File: config.mk
export PLATFORM = sky130hd
export DESIGN_NAME = peripheral_gpio_wb_master
export DESIGN_NICKNAME = d
export VERILOG_FILES = /design/src/rtl/peripheral_gpio_wb_master.sv
export SDC_FILE = /design/constraint.sdc
export NUM_CORES = 1
export LEC_CHECK = 0
export ABC_AREA = 1
export BUFFER_PORTS_ARGS = -buffer_cell sky130_fd_sc_hd__clkbuf_2
export CELL_PAD_IN_SITES_DETAIL_PLACEMENT = 0
export CELL_PAD_IN_SITES_GLOBAL_PLACEMENT = 2
export CORE_UTILIZATION = 22
export CTS_CLUSTER_SIZE = 30
export DETAILED_ROUTE_END_ITERATION = 12
export PLACE_DENSITY_LB_ADDON = 0.1
export REMOVE_ABC_BUFFERS = 1
export SLEW_MARGIN = 20
export SYNTH_ARGS = -nofsm -noshare
export SYNTH_HDL_FRONTEND = slang
export SYNTH_SLANG_ARGS = --single-unit
File: constraint.sdc
create_clock -name wb_clk_i -period 1.2 [get_ports wb_clk_i]
set_input_delay 0.06 -clock wb_clk_i [delete_from_list [all_inputs] [get_ports wb_clk_i]]
set_output_delay 0.06 -clock wb_clk_i [all_outputs]
set_load 0.01 [all_outputs]
File: src/rtl/peripheral_gpio_wb_master.sv
// Wishbone classic initiator for the GPIO register port.
// One command in flight; ack/err/timeout end it; sticky irq flag.
module peripheral_gpio_wb_master #(
  parameter int WB_DATA_WIDTH  = 32,
  parameter int WB_ADDR_WIDTH  = 8,
  parameter int TIMEOUT_CYCLES = 255
) (
  input  logic                       wb_clk_i,
  input  logic                       wb_rst_i,
  input  logic                       cmd_valid_i,
  output logic                       cmd_ready_o,
  input  logic                       cmd_we_i,
  input  logic [WB_ADDR_WIDTH-1:0]   cmd_adr_i,
  input  logic [WB_DATA_WIDTH-1:0]   cmd_dat_i,
  input  logic [WB_DATA_WIDTH/8-1:0] cmd_sel_i,
  output logic                       rsp_valid_o,
  input  logic                       rsp_ready_i,
  output logic [WB_DATA_WIDTH-1:0]   rsp_dat_o,
  output logic                       rsp_err_o,
  output logic                       rsp_timeout_o,
  output logic                       wb_cyc_o,
  output logic                       wb_stb_o,
  output logic                       wb_we_o,
  output logic [WB_ADDR_WIDTH-1:0]   wb_adr_o,
  output logic [WB_DATA_WIDTH-1:0]   wb_dat_o,
  output logic [WB_DATA_WIDTH/8-1:0] wb_sel_o,
  input  logic [WB_DATA_WIDTH-1:0]   wb_dat_i,
  input  logic                       wb_ack_i,
  input  logic                       wb_err_i,
  input  logic                       wb_inta_i,
  output logic                       irq_pending_o,
  input  logic                       irq_clear_i
);

  localparam int SW = WB_DATA_WIDTH / 8;
  localparam bit TO_EN = (TIMEOUT_CYCLES != 0);
  localparam int CW =
    (TIMEOUT_CYCLES < 1) ? 1 : $clog2(TIMEOUT_CYCLES + 1);
  localparam logic [CW-1:0] CNT_LAST =
    CW'((TIMEOUT_CYCLES < 1) ? 0 : TIMEOUT_CYCLES - 1);
  localparam logic [CW-1:0] CNT_MAX = '1;

  typedef enum logic [1:0] {
    IDLE,
    BUS,
    RESP
  } state_e;

  state_e state_q, state_d;

  logic                     we_q, we_d;
  logic [WB_ADDR_WIDTH-1:0] adr_q, adr_d;
  logic [WB_DATA_WIDTH-1:0] wdat_q, wdat_d;
  logic [SW-1:0]            sel_q, sel_d;
  logic [CW-1:0]            cnt_q, cnt_d;
  logic [WB_DATA_WIDTH-1:0] rdat_q, rdat_d;
  logic                     rerr_q, rerr_d;
  logic                     rto_q, rto_d;
  logic [1:0]               sync_q;
  logic                     sync_last_q;
  logic                     irq_q, irq_d;

  logic term_err, term_ack, term_to, done;

  // err outranks ack; timeout only when the slave is silent
  assign term_err = wb_err_i;
  assign term_ack = !wb_err_i && wb_ack_i;
  assign term_to  = TO_EN && !wb_err_i && !wb_ack_i
                    && (cnt_q == CNT_LAST);
  assign done     = term_err || term_ack || term_to;

  always_ff @(posedge wb_clk_i) begin
    if (wb_rst_i) state_q <= IDLE;
    else          state_q <= state_d;
  end

  always_comb begin
    state_d = state_q;
    unique case (state_q)
      IDLE:    if (cmd_valid_i) state_d = BUS;
      BUS:     if (done)        state_d = RESP;
      RESP:    if (rsp_ready_i) state_d = IDLE;
      default:                  state_d = IDLE;
    endcase
  end

  always_comb begin
    cmd_ready_o = (state_q == IDLE);
    rsp_valid_o = (state_q == RESP);
    wb_cyc_o    = (state_q == BUS);
    wb_stb_o    = (state_q == BUS);
  end

  always_comb begin
    we_d   = we_q;
    adr_d  = adr_q;
    wdat_d = wdat_q;
    sel_d  = sel_q;
    cnt_d  = cnt_q;
    rdat_d = rdat_q;
    rerr_d = rerr_q;
    rto_d  = rto_q;
    if (state_q == IDLE && cmd_valid_i) begin
      we_d   = cmd_we_i;
      adr_d  = cmd_adr_i;
      wdat_d = cmd_dat_i;
      sel_d  = cmd_sel_i;
      cnt_d  = '0;
    end
    if (state_q == BUS) begin
      if (done) begin
        rdat_d = (term_ack && !we_q) ? wb_dat_i : '0;
        rerr_d = term_err || term_to;
        rto_d  = term_to;
      end else if (cnt_q != CNT_MAX) begin
        cnt_d = cnt_q + CW'(1);
      end
    end
  end

  assign irq_d = (sync_q[1] && !sync_last_q)
                 || (irq_q && !irq_clear_i);

  always_ff @(posedge wb_clk_i) begin
    if (wb_rst_i) begin
      we_q        <= 1'b0;
      adr_q       <= '0;
      wdat_q      <= '0;
      sel_q       <= '0;
      cnt_q       <= '0;
      rdat_q      <= '0;
      rerr_q      <= 1'b0;
      rto_q       <= 1'b0;
      sync_q      <= '0;
      sync_last_q <= 1'b0;
      irq_q       <= 1'b0;
    end else begin
      we_q        <= we_d;
      adr_q       <= adr_d;
      wdat_q      <= wdat_d;
      sel_q       <= sel_d;
      cnt_q       <= cnt_d;
      rdat_q      <= rdat_d;
      rerr_q      <= rerr_d;
      rto_q       <= rto_d;
      sync_q      <= {sync_q[0], wb_inta_i};
      sync_last_q <= sync_q[1];
      irq_q       <= irq_d;
    end
  end

  assign wb_we_o       = we_q;
  assign wb_adr_o      = adr_q;
  assign wb_dat_o      = wdat_q;
  assign wb_sel_o      = sel_q;
  assign rsp_dat_o     = rdat_q;
  assign rsp_err_o     = rerr_q;
  assign rsp_timeout_o = rto_q;
  assign irq_pending_o = irq_q;

endmodule

### Word-level counts from Yosys, hierarchy flattened

Cells that the tools add are included.

| word-level totals | value |
|---|---|
| register bits | 93 |
| bits of input ports | 85 |
| output and inout bits | 84 |
| logic and storage cells | 48 |

| cells by class | value |
|---|---|
| $add $sub $neg | 1 |
| equal/unequal tests | 7 |
| multiplexer cells | 9 |
| reduce and logical (&&, ||, !) cells | 19 |

Operators by type and width:

| kind | count |
|---|---|
| 32-bit 2-to-1 mux | 1 |
| 8-bit 2-to-1 mux | 4 |
| 8-bit by 1-bit adder with 8-bit output, second input constant | 1 |
| 8-bit equality test, second input constant | 1 |
| 8-bit inequality test, second input constant | 1 |
| 1-bit logical AND | 7 |
| 2-bit 2-to-1 mux | 3 |
| 2-bit one-hot mux with 3 select lines | 1 |
| 1-bit logical NOT | 5 |
| 1-bit logical OR | 4 |
| 2-bit by 1-bit inequality test with 1-bit output, second input constant | 2 |
| 3-bit AND reduction | 1 |
| 2-bit by 1-bit equality test with 1-bit output, second input constant | 1 |
| 2-bit equality test, second input constant | 1 |
| 2-bit logical NOT | 1 |
| 2-bit inequality test, second input constant | 1 |
| 2-bit AND reduction | 1 |

### Depth between registers and ports, before layout

Gate-level depths: netlist of the first run.

| depth | value |
|---|---|
| depth in word-level cells | 6 |
| gate-level depth with buffers | 10 |
| depth with buffers taken out | 10 |

### Worst setup path before layout of the first run

Ideal clock, no wire load.

| timing path | value |
|---|---|
| kind | reg-to-reg |
| start | register cnt_q[0] |
| end | register rdat_q[22], in the netlist rsp_dat_o[22] |
| setup time | 0.132 ns |
| data arrival time | 1.208 ns |
| data required time | 1.068 ns |
| path slack | -0.140 ns |
| cell stages (with the launch flop) | 11 |
| buffers on the path | 1 |
| period minus slack after synthesis | 1.340 ns |
| cells stage by stage | dfxtp_1 > inv_1 > ha_1 > inv_1 > nor2_2 > nand2_4 > nand2_4 > nand2_4 > buf_6 > nand2_1 > a21oi_1 |

| on the way | value |
|---|---|
| word-level cells in the longest chain between the ends | 4 |

RTL lines:

| item | RTL line | RTL |
|---|---|---|
| start, declared | 55 | `logic [CW-1:0] cnt_q, cnt_d;` |
| start signal, assigned | 142 | `cnt_q <= cnt_d;` |
| 8-bit equality test | 69 | `&& (cnt_q == CNT_LAST);` |
| 1-bit logical AND | 69 |  |
| 1-bit logical OR | 70 | `assign done = term_err \|\| term_ack \|\| term_to;` |
| 2-bit AND reduction (no line) | -- |  |
| end signal, assigned | 143 | `rdat_q <= rdat_d;` |
| end, declared | 56 | `logic [WB_DATA_WIDTH-1:0] rdat_q, rdat_d;` |

Every way passes these cells.
A chain may end at the register's enable or synchronous reset.

### Final worst setup path of the first run

| timing path | value |
|---|---|
| start | register cnt_q[0] |
| end | register rdat_q[4], in the netlist rsp_dat_o[4] |

The elaborated chain is that of the path after synthesis.

==> results of run 1 <==
-- area by class of cell --
class	count	share of cell area
Timing Repair Buffer	289	0.322
Multi-Input combinational cell	347	0.303
Sequential cell	93	0.262
Tap cell	225	0.0394
Clock buffer	12	0.0359
Inverter	56	0.0303
Clock inverter	4	0.00770
-- per-layer routing --
layer	track usage	vias to the layer above	part of all wire
li1	-	2211	-
met1	0.189	1920	0.46
met2	0.246	144	0.45
met3	0.0397	13	0.068
met5	0	-	0
met4	0.0605	0	0.015
-- how the worst max path moves through the flow --
stage | from | to | slack (ns) | cells past startpoint
floorplan | state_q[1] | cnt_q[5] | -1.13 | 8
global route | cnt_q[0] | cnt_q[3] | -0.28 | 10
global placement | cnt_q[0] | cnt_q[7] | -0.23 | 10
finish | cnt_q[0] | rsp_dat_o[4] | -0.21 | 10
CTS | cnt_q[0] | rsp_dat_o[20] | -0.20 | 10
detailed placement | cnt_q[0] | cnt_q[7] | -0.27 | 10
-- power groups by stage --
stage	Combinational (mW)	Clock (mW)	Sequential (mW)
2_1_floorplan	0.409	0	3.48
5_1_grt	2.01	3.26	3.43
4_1_cts	1.66	3.14	3.39
3_5_place_dp	1.13	0	3.41
6_report	1.85	3.02	3.41
3_3_place_gp	1.13	0	3.41
-- cells by family (layout without fill, tap and decap cells) --
group	after synthesis	in the layout	share of synthesized area
AO/OA/AOI/OAI	93	93	0.123
adder cells (fa/ha/maj)	2	2	0.00649
buffers and inverters	90	361	0.112
flip-flops	93	93	0.483
AND/OR/NAND/NOR	252	252	0.277
-- flip-flops by register name, indices dropped and copies added, names as in the netlist --
register / cells
rsp_dat_o: 32
wb_dat_o: 32
cnt_q: 8
wb_adr_o: 8
wb_sel_o: 4
state_q: 2
sync_q: 2
irq_pending_o: 1
rsp_err_o: 1
rsp_timeout_o: 1
sync_last_q: 1
wb_we_o: 1
-- critical path: stages (launching register included) --
cell and delay, ns:
dfxtp_2 0.33, inv_2 0.07, ha_4 0.12, inv_2 0.04, nor2_4 0.12, nand2_4 0.10, nand2_8 0.11, nand2_8 0.10
clkbuf_16 0.18, nand2_2 0.06, a21oi_2 0.05
-- synth_stat cells, types with 4 or more instances --
master / instances / area [um2]
buf_6: 10 / 113
a21oi_1: 42 / 210
inv_1: 56 / 210
nand4_1: 4 / 25.0
dfxtp_1: 93 / 1860
o21ai_0: 49 / 245
buf_2: 5 / 25.0
nand2_1: 57 / 214
nor2_1: 138 / 518
clkbuf_1: 16 / 60.1
nand3_1: 40 / 200
-- timing repair --
item | 4_1_cts | 5_1_grt
setup endpoints to repair | 91 | 93
endpoints found under the hold margin | 48 | 0
hold buffers | 48 | 0
resized for setup | 152 | 119
cloned | 7 | 6
setup buffers | 13 | 10
pin swaps | 38 | 29
-- stage by stage --
stage / instance area, um2 / setup WS, ns
after floorplan: 3640 / -1.13
after global placement: 5210 / -0.225
after detailed placement: 5210 / -0.268
after CTS: 6710 / -0.201
after global routing: 7150 / -0.284
final: 7150 / -0.207
==> impl_metrics.tcl, run 1 <==
set metrics [dict create \
    grt_pass1_vias 4194 \
    pwr_density_cell_mw_per_mm2 1160 \
    grt_usage 0.151 \
    timing.final.crit_share 1.17 \
    drc 0 \
    via_count 4288 \
    hold_viol 0 \
    num_io_pins 169 \
    fill_cells 1812 \
    drtAntennaViolNets 0 \
    mappedNetlistArea_mm2 0.00386 \
    critical_path_class "reg -> reg" \
    cp.arrival_ns 1.64 \
    first_pass_iters 4 \
    swShare 0.280 \
    r2r-end "rsp_dat_o[4]" \
    start_util 0.224 \
    clock_sinks 93 \
    synth_flop_cell "dfxtp_1" \
    power_switching_mw 2.32 \
    run_status "finished with violations" \
    core_mm2 0.0172 \
    finalMaxSlewViolations 0 \
    cts_inserted_buffers 9 \
    skew_ns 0.00672 \
    die_h_um 134 \
    worstHoldStart "wb_dat_i[5]" \
    cts_root_buf "clkbuf_16" \
    crit_required_ns 1.43 \
    grt_pass1_wl_mm 21.3 \
    p_leak_nw 3.23 \
    clk_pin_slew_ns 0.07 \
    ys_seq_elements 93 \
    synth_seq_area_share 0.483 \
    synth.distinct_cells 22 \
    routed_wl_mm 13.7 \
    mostFrequentLayoutCells "164 x clkbuf_2, 89 x dfxtp_1, 85 x nor2_1" \
    setup_violations 84 \
    fp.dieW_um 134 \
    clock.fmax_mhz 711 \
    regToRegStartpoint "cnt_q[0]" \
    cts_tree "built" \
    peakVddDrop_uv 805 \
    clk_latency_ns 0.34 \
    pwr-share-seq 0.412 \
    async_reset_ff_frac 0 \
    multiInputGateArea_mm2 0.00217 \
    crit_fanout 7 \
    hold_path_class "in -> reg" \
    die_area_mm2 0.0181 \
    stdcell_count 1026 \
    yosys_warnings 0 \
    dpl.hpwl_mm 8.14 \
    cts_htree_levels 3 \
    p_int_mw 5.96 \
    period_needed_ns 1.41 \
    clockPowerShare 0.365 \
    worst_slew_pin_slew_ns 0.421 \
    utilization 0.415 \
    wire_per_inst_um 13.4 \
    syn_inst 530 \
    rows 48 \
    crit_path_end_kind "flip-flop" \
    holdPathStages 5 \
    p_total_mw 8.27 \
    dp_cells 934 \
    synth-edff-count 0 \
    combPwrFrac 0.223 \
    grt_overflow 0 \
    area.growth.synth_to_final_pct 85.3 \
    gp_congestion 0.738 \
    grt_max_degree 50 \
    ff_latch_area_mm2 0.00187 \
    r2r_cells 10 \
    startpoint_type "flip-flop" \
    holdWs_ns 0.0307 \
    layout.nets 883 \
    violations "setup timing" \
    syn_avg_cell_area_um2 7.28 \
    numPortBuffers 168 \
    holdPathEnd "rsp_dat_o[5]" \
    max_cap_viol_count 0 \
    slew_headroom 0.719 \
    num_antenna_cells 0 \
    fin_setup_tns_ns -8.64 \
    cts_buffer_depth 2 \
    timing.final.ws_setup_ns -0.207 \
    layout-drive-gt1-share 0.491 \
    r2r_slack_ns -0.21 \
    drt_iter0_drc 91 \
    layout_commonest_cell "clkbuf_2" \
    antenna_found_initial 0 \
    grt_setup_unrepaired "yes" \
    vias_per_cell 4.18 \
]
Note: power is estimated with default switching activity, not from simulation.
==> run 2: changes to the inputs <==
- MAX_ROUTING_LAYER: not set -> met4
- SLEW_MARGIN: 20 -> not set
- clock period: 1.2 -> 1.27 ns (I/O delays scaled with it)
==> run 2 against run 1 <==
Net effect:
- the run still ends with setup timing left
- design area is 8.2% lower
- flip-flop and latch count stayed put
- hold slack better by 0.0079 ns
- largest power group unchanged
- highest routed layer unchanged
==> impl_metrics.tcl, run 2 (synthesized netlist as in run 1, its figures left out) <==
set metrics [dict create \
    antenna_found_initial 0 \
    grt_max_degree 51 \
    hold_viol 0 \
    timing.final.ws_setup_ns -0.125 \
    clock_sinks 93 \
    holdWs_ns 0.0387 \
    clk_latency_ns 0.35 \
    setup_violations 60 \
    clk_pin_slew_ns 0.07 \
    num_antenna_cells 0 \
    drt_iter0_drc 152 \
    cts_buffer_depth 2 \
    swShare 0.271 \
    slew_headroom 0.721 \
    wire_per_inst_um 12.5 \
    first_pass_iters 4 \
    rows 48 \
    layout.nets 863 \
    p_leak_nw 3.02 \
    cts_inserted_buffers 9 \
    cts_tree "built" \
    peakVddDrop_uv 611 \
    gp_congestion 0.750 \
    pwr-share-seq 0.421 \
    grt_usage 0.145 \
    area.growth.synth_to_final_pct 70.2 \
    routed_wl_mm 12.6 \
    mostFrequentLayoutCells "166 x clkbuf_2, 110 x nor2_1, 89 x dfxtp_1" \
    cts_root_buf "clkbuf_16" \
    cp.arrival_ns 1.62 \
    holdPathStages 5 \
    combPwrFrac 0.187 \
    pwr_density_cell_mw_per_mm2 1150 \
    num_io_pins 169 \
    layout_commonest_cell "clkbuf_2" \
    violations "setup timing" \
    clockPowerShare 0.392 \
    run_status "finished with violations" \
    grt_pass1_wl_mm 19.9 \
    die_area_mm2 0.0181 \
    via_count 4194 \
    crit_path_end_kind "flip-flop" \
    period_needed_ns 1.40 \
    die_h_um 134 \
    max_cap_viol_count 0 \
    startpoint_type "flip-flop" \
    dpl.hpwl_mm 8.05 \
    skew_ns 0.00614 \
    cts_htree_levels 3 \
    drtAntennaViolNets 0 \
    utilization 0.381 \
    finalMaxSlewViolations 0 \
    layout-drive-gt1-share 0.415 \
    core_mm2 0.0172 \
    critical_path_class "reg -> reg" \
    vias_per_cell 4.17 \
    crit_fanout 6 \
    numPortBuffers 168 \
    hold_path_class "in -> reg" \
    r2r_cells 10 \
    fp.dieW_um 134 \
    p_int_mw 5.51 \
    grt_overflow 0 \
    drc 0 \
    clock.fmax_mhz 717 \
    timing.final.crit_share 1.10 \
    power_switching_mw 2.05 \
    grt_pass1_vias 3994 \
    grt_setup_unrepaired "yes" \
    start_util 0.224 \
    worst_slew_pin_slew_ns 0.417 \
    crit_required_ns 1.50 \
]
==> run 2: per-layer routing <==
metal	track usage	wire length, um	up-vias
li1	-	-	2172
met1	0.180	5950	1879
met2	0.225	5610	132
met3	0.0355	862	11
met4	0.0581	185	0
met5	-	0	-
==> run 2: area by class of cell <==
| type | count | area [um2] |
|---|---|---|
| clock buffers | 9 | 225 |
| clock inverters | 7 | 98.8 |
| fillers | 1839 | 10700 |
| inverters | 56 | 216 |
| multi-input cells | 347 | 1900 |
| flip-flops and latches | 93 | 1870 |
| well taps | 225 | 282 |
| repair buffers | 269 | 1970 |
==> run 2: per-stage QoR <==
stage | power (mW) | setup slack [ns] | cell area, um2 | TNS (ns) | cells
final | 7.56 | -0.125 | 6560 | -4.35 | 1006
after global routing | 7.99 | -0.204 | 6560 | -9.61 | 1006
after CTS | 7.47 | -0.112 | 6130 | -3.74 | 997
after detailed placement | 4.25 | -0.183 | 5130 | -6.15 | 927
after global placement | 4.25 | -0.155 | 5130 | -4.94 | 927
after floorplan | 3.68 | -1.06 | 3640 | -47.35 | 496
==> run 2: worst paths after layout <==
| kind | from | to | slack, ns |
|---|---|---|---|
| max reg2reg | cnt_q[0] | rsp_dat_o[23] | -0.13 |
| max | cnt_q[0] | rsp_dat_o[23] | -0.13 |
| min reg2reg | sync_q[0] | sync_q[1] | 0.40 |
| min | wb_dat_i[6] | rsp_dat_o[6] | 0.04 |
==> run 2: power by group through the flow <==
stage               logic (mW)  clock network (mW)  registers [mW]
CTS                       1.22                3.09            3.16
floorplan                0.386                   0            3.29
global placement          1.03                   0            3.22
finish                    1.41                2.96            3.18
global route              1.56                3.22            3.21
detailed placement        1.03                   0            3.22
==> run 2: timing repair <==
item / in CTS / in global routing
endpoints found under the hold margin: 48 / 0
cloned: 2 / 4
hold buffers: 48 / 0
setup endpoints to repair: 90 / 90
resized for setup: 34 / 126
setup buffers: 5 / 9
pin swaps: 7 / 24
==> run 2: critical path, stage by stage, from the launching register on <==
cell	delay, ns
dfxtp_4	0.37
inv_4	0.06
ha_4	0.11
inv_2	0.03
nor2_4	0.12
nand2_4	0.10
nand2_8	0.10
nand2_8	0.09
clkbuf_16	0.18
nand2_2	0.05
a21oi_1	0.05
==> run 3: changes to the inputs <==
- BUFFER_PORTS_ARGS: -buffer_cell sky130_fd_sc_hd__clkbuf_2 -> not set
- CORE_UTILIZATION: 22 -> 29
- DONT_BUFFER_PORTS: not set -> 1
- TNS_END_PERCENT: not set -> 20
==> run 3 against run 2 <==
Net effect:
- the run ends with hold timing, setup timing left
- first-iteration DRC count increased by 20%
- wire length fell by 11%
- non-clock buffer count decreased by 151
- register-to-register slack about the same
- flip-flop and latch count did not move
- clock skew increased by 0.0015 ns
- critical path type unchanged
- final cell count fell by 20%
- critical endpoint is now cnt_q[3]
==> impl_metrics.tcl, run 3 (synthesized netlist as in run 1, its figures left out) <==
set metrics [dict create \
    peakVddDrop_uv 551 \
    wire_per_inst_um 14.0 \
    first_pass_iters 4 \
    holdWs_ns -0.0345 \
    path_cells "ha_2 > inv_1 > nor2_2 > nand2_2 > nand4_1 > buf_6 > nor2_1 > nor2_1 > nor2_1" \
    placed_area_mm2 0.00421 \
    grt_pass1_wl_mm 17.5 \
    violations "hold timing, setup timing" \
    cp.depth 9 \
    max_cap_viol_count 0 \
    stdcell_count 802 \
    cts_buffer_depth 2 \
    p_leak_nw 2.27 \
    finalMaxSlewViolations 0 \
    dpl.hpwl_mm 7.13 \
    cts_tree "built" \
    die_area_mm2 0.0138 \
    period_needed_ns 1.39 \
    vias_per_cell 4.48 \
    pwr_density_cell_mw_per_mm2 1280 \
    startpoint_type "flip-flop" \
    crit_required_ns 1.52 \
    die_h_um 117 \
    mostFrequentLayoutCells "136 x nor2_1, 90 x dfxtp_1, 77 x dlygate4sd3_1" \
    fp.dieW_um 117 \
    r2r_slack_ns -0.12 \
    grt_setup_unrepaired "yes" \
    cp_num_buf_inv 2 \
    num_antenna_cells 0 \
    setup_violations 42 \
    clk_latency_ns 0.34 \
    dp_cells 706 \
    crit_slowest_cell "dfxtp_4" \
    drtAntennaViolNets 0 \
    routed_wl_mm 11.3 \
    worst_slew_pin_slew_ns 0.304 \
    post_cts_buffers 0 \
    cpMostUsedCell "nor2_1" \
    regToRegStartpoint "cnt_q[1]" \
    drc 0 \
    r2r-end "cnt_q[3]" \
    hold_path_class "in -> reg" \
    slew_headroom 0.797 \
    clock_sinks 93 \
    grt_overflow 0 \
    numPortBuffers 0 \
    grt_max_degree 51 \
    r2r_cells 9 \
    cp.arrival_ns 1.64 \
    timing.final.ws_setup_ns -0.121 \
    run_status "finished with violations" \
    cts_inserted_buffers 9 \
    place_ws_ns -0.217 \
    start_util 0.302 \
    layout_commonest_cell "nor2_1" \
    skew_ns 0.00764 \
    layout-drive-gt1-share 0.135 \
    final_area_mm2 0.00546 \
    clock.fmax_mhz 719 \
    hold_viol 6 \
    rows 41 \
    num_io_pins 169 \
    via_count 3593 \
    cts_root_buf "clkbuf_16" \
    fill_cells 1322 \
    grt_usage 0.164 \
    slowest_delay_ns 0.37 \
    timing.final.crit_share 1.10 \
    critical_path_class "reg -> reg" \
    drt_iter0_drc 182 \
    clk_pin_slew_ns 0.07 \
    layout.nets 712 \
    endpoint "cnt_q[3]" \
    cts_htree_levels 3 \
    critPathLaunch "cnt_q[1]" \
    grt_pass1_vias 3491 \
    antenna_found_initial 0 \
    core_mm2 0.0128 \
    crit_path_end_kind "flip-flop" \
    crit_family "simple AND/OR/NAND/NOR gates" \
    crit_fanout 6 \
    area.growth.synth_to_final_pct 41.5 \
    p_total_mw 6.98 \
    gp_congestion 0.716 \
]
==> run 3: area by class of cell <==
class,count,area [um2],share of cell area
Multi-Input combinational cell,347,1620,0.297
Tap cell,172,215,0.0394
Sequential cell,93,1870,0.342
Timing Repair Buffer,118,1230,0.225
Inverter,56,213,0.0390
Clock buffer,10,239,0.0438
Clock inverter,6,75.1,0.0138
==> run 3: worst min path at each step <==
stage                 from             to  slack [ns]  cells past startpoint
4_1_cts           wb_rst_i  rsp_dat_o[19]       -0.24                      1
5_1_grt           wb_err_i  rsp_timeout_o      -0.009                      3
3_3_place_gp      wb_rst_i  rsp_dat_o[28]        0.14                      1
2_1_floorplan     wb_rst_i     state_q[1]        0.13                      1
6_report       wb_dat_i[0]   rsp_dat_o[0]       -0.03                      4
3_5_place_dp      wb_rst_i  rsp_dat_o[19]        0.14                      1
==> run 3: layer usage <==
metal  part of all wire  vias up  global-route usage
met5                  0        -                   -
met4              0.016        0              0.0706
met3              0.080       14              0.0477
met1               0.42     1586               0.182
met2               0.48      133               0.272
li1                   -     1860                   -
==> run 3: repair_timing <==
item,CTS,global route
cloned,0,2
setup endpoints to repair,90,91
endpoints found under the hold margin,89,42
pin swaps,3,2
resized for setup,20,18
hold buffers,48,30
==> run 3: per-stage QoR <==
stage | TNS [ns] | utilization
finish | -3.30 | 0.427
global route | -7.74 | 0.427
CTS | -2.22 | 0.396
detailed placement | -7.00 | 0.330
global placement | -6.11 | 0.330
floorplan | -47.35 | -
==> run 3: power breakdown <==
| group | total [mW] | leakage, nW | switching, mW | internal [mW] |
|---|---|---|---|---|
| registers | 3.26 | 0.763 | 0.188 | 3.08 |
| clock network | 2.83 | 0.152 | 1.22 | 1.62 |
| logic | 0.885 | 1.35 | 0.457 | 0.428 |
| total | 6.98 | 2.27 | 1.86 | 5.12 |
==> run 3: worst register-to-register path, stage by stage, from the launching register on <==
cell	delay [ns]
dfxtp_4	0.37
ha_2	0.18
inv_1	0.06
nor2_2	0.15
nand2_2	0.09
nand4_1	0.12
buf_6	0.13
nor2_1	0.04
nor2_1	0.10
nor2_1	0.05
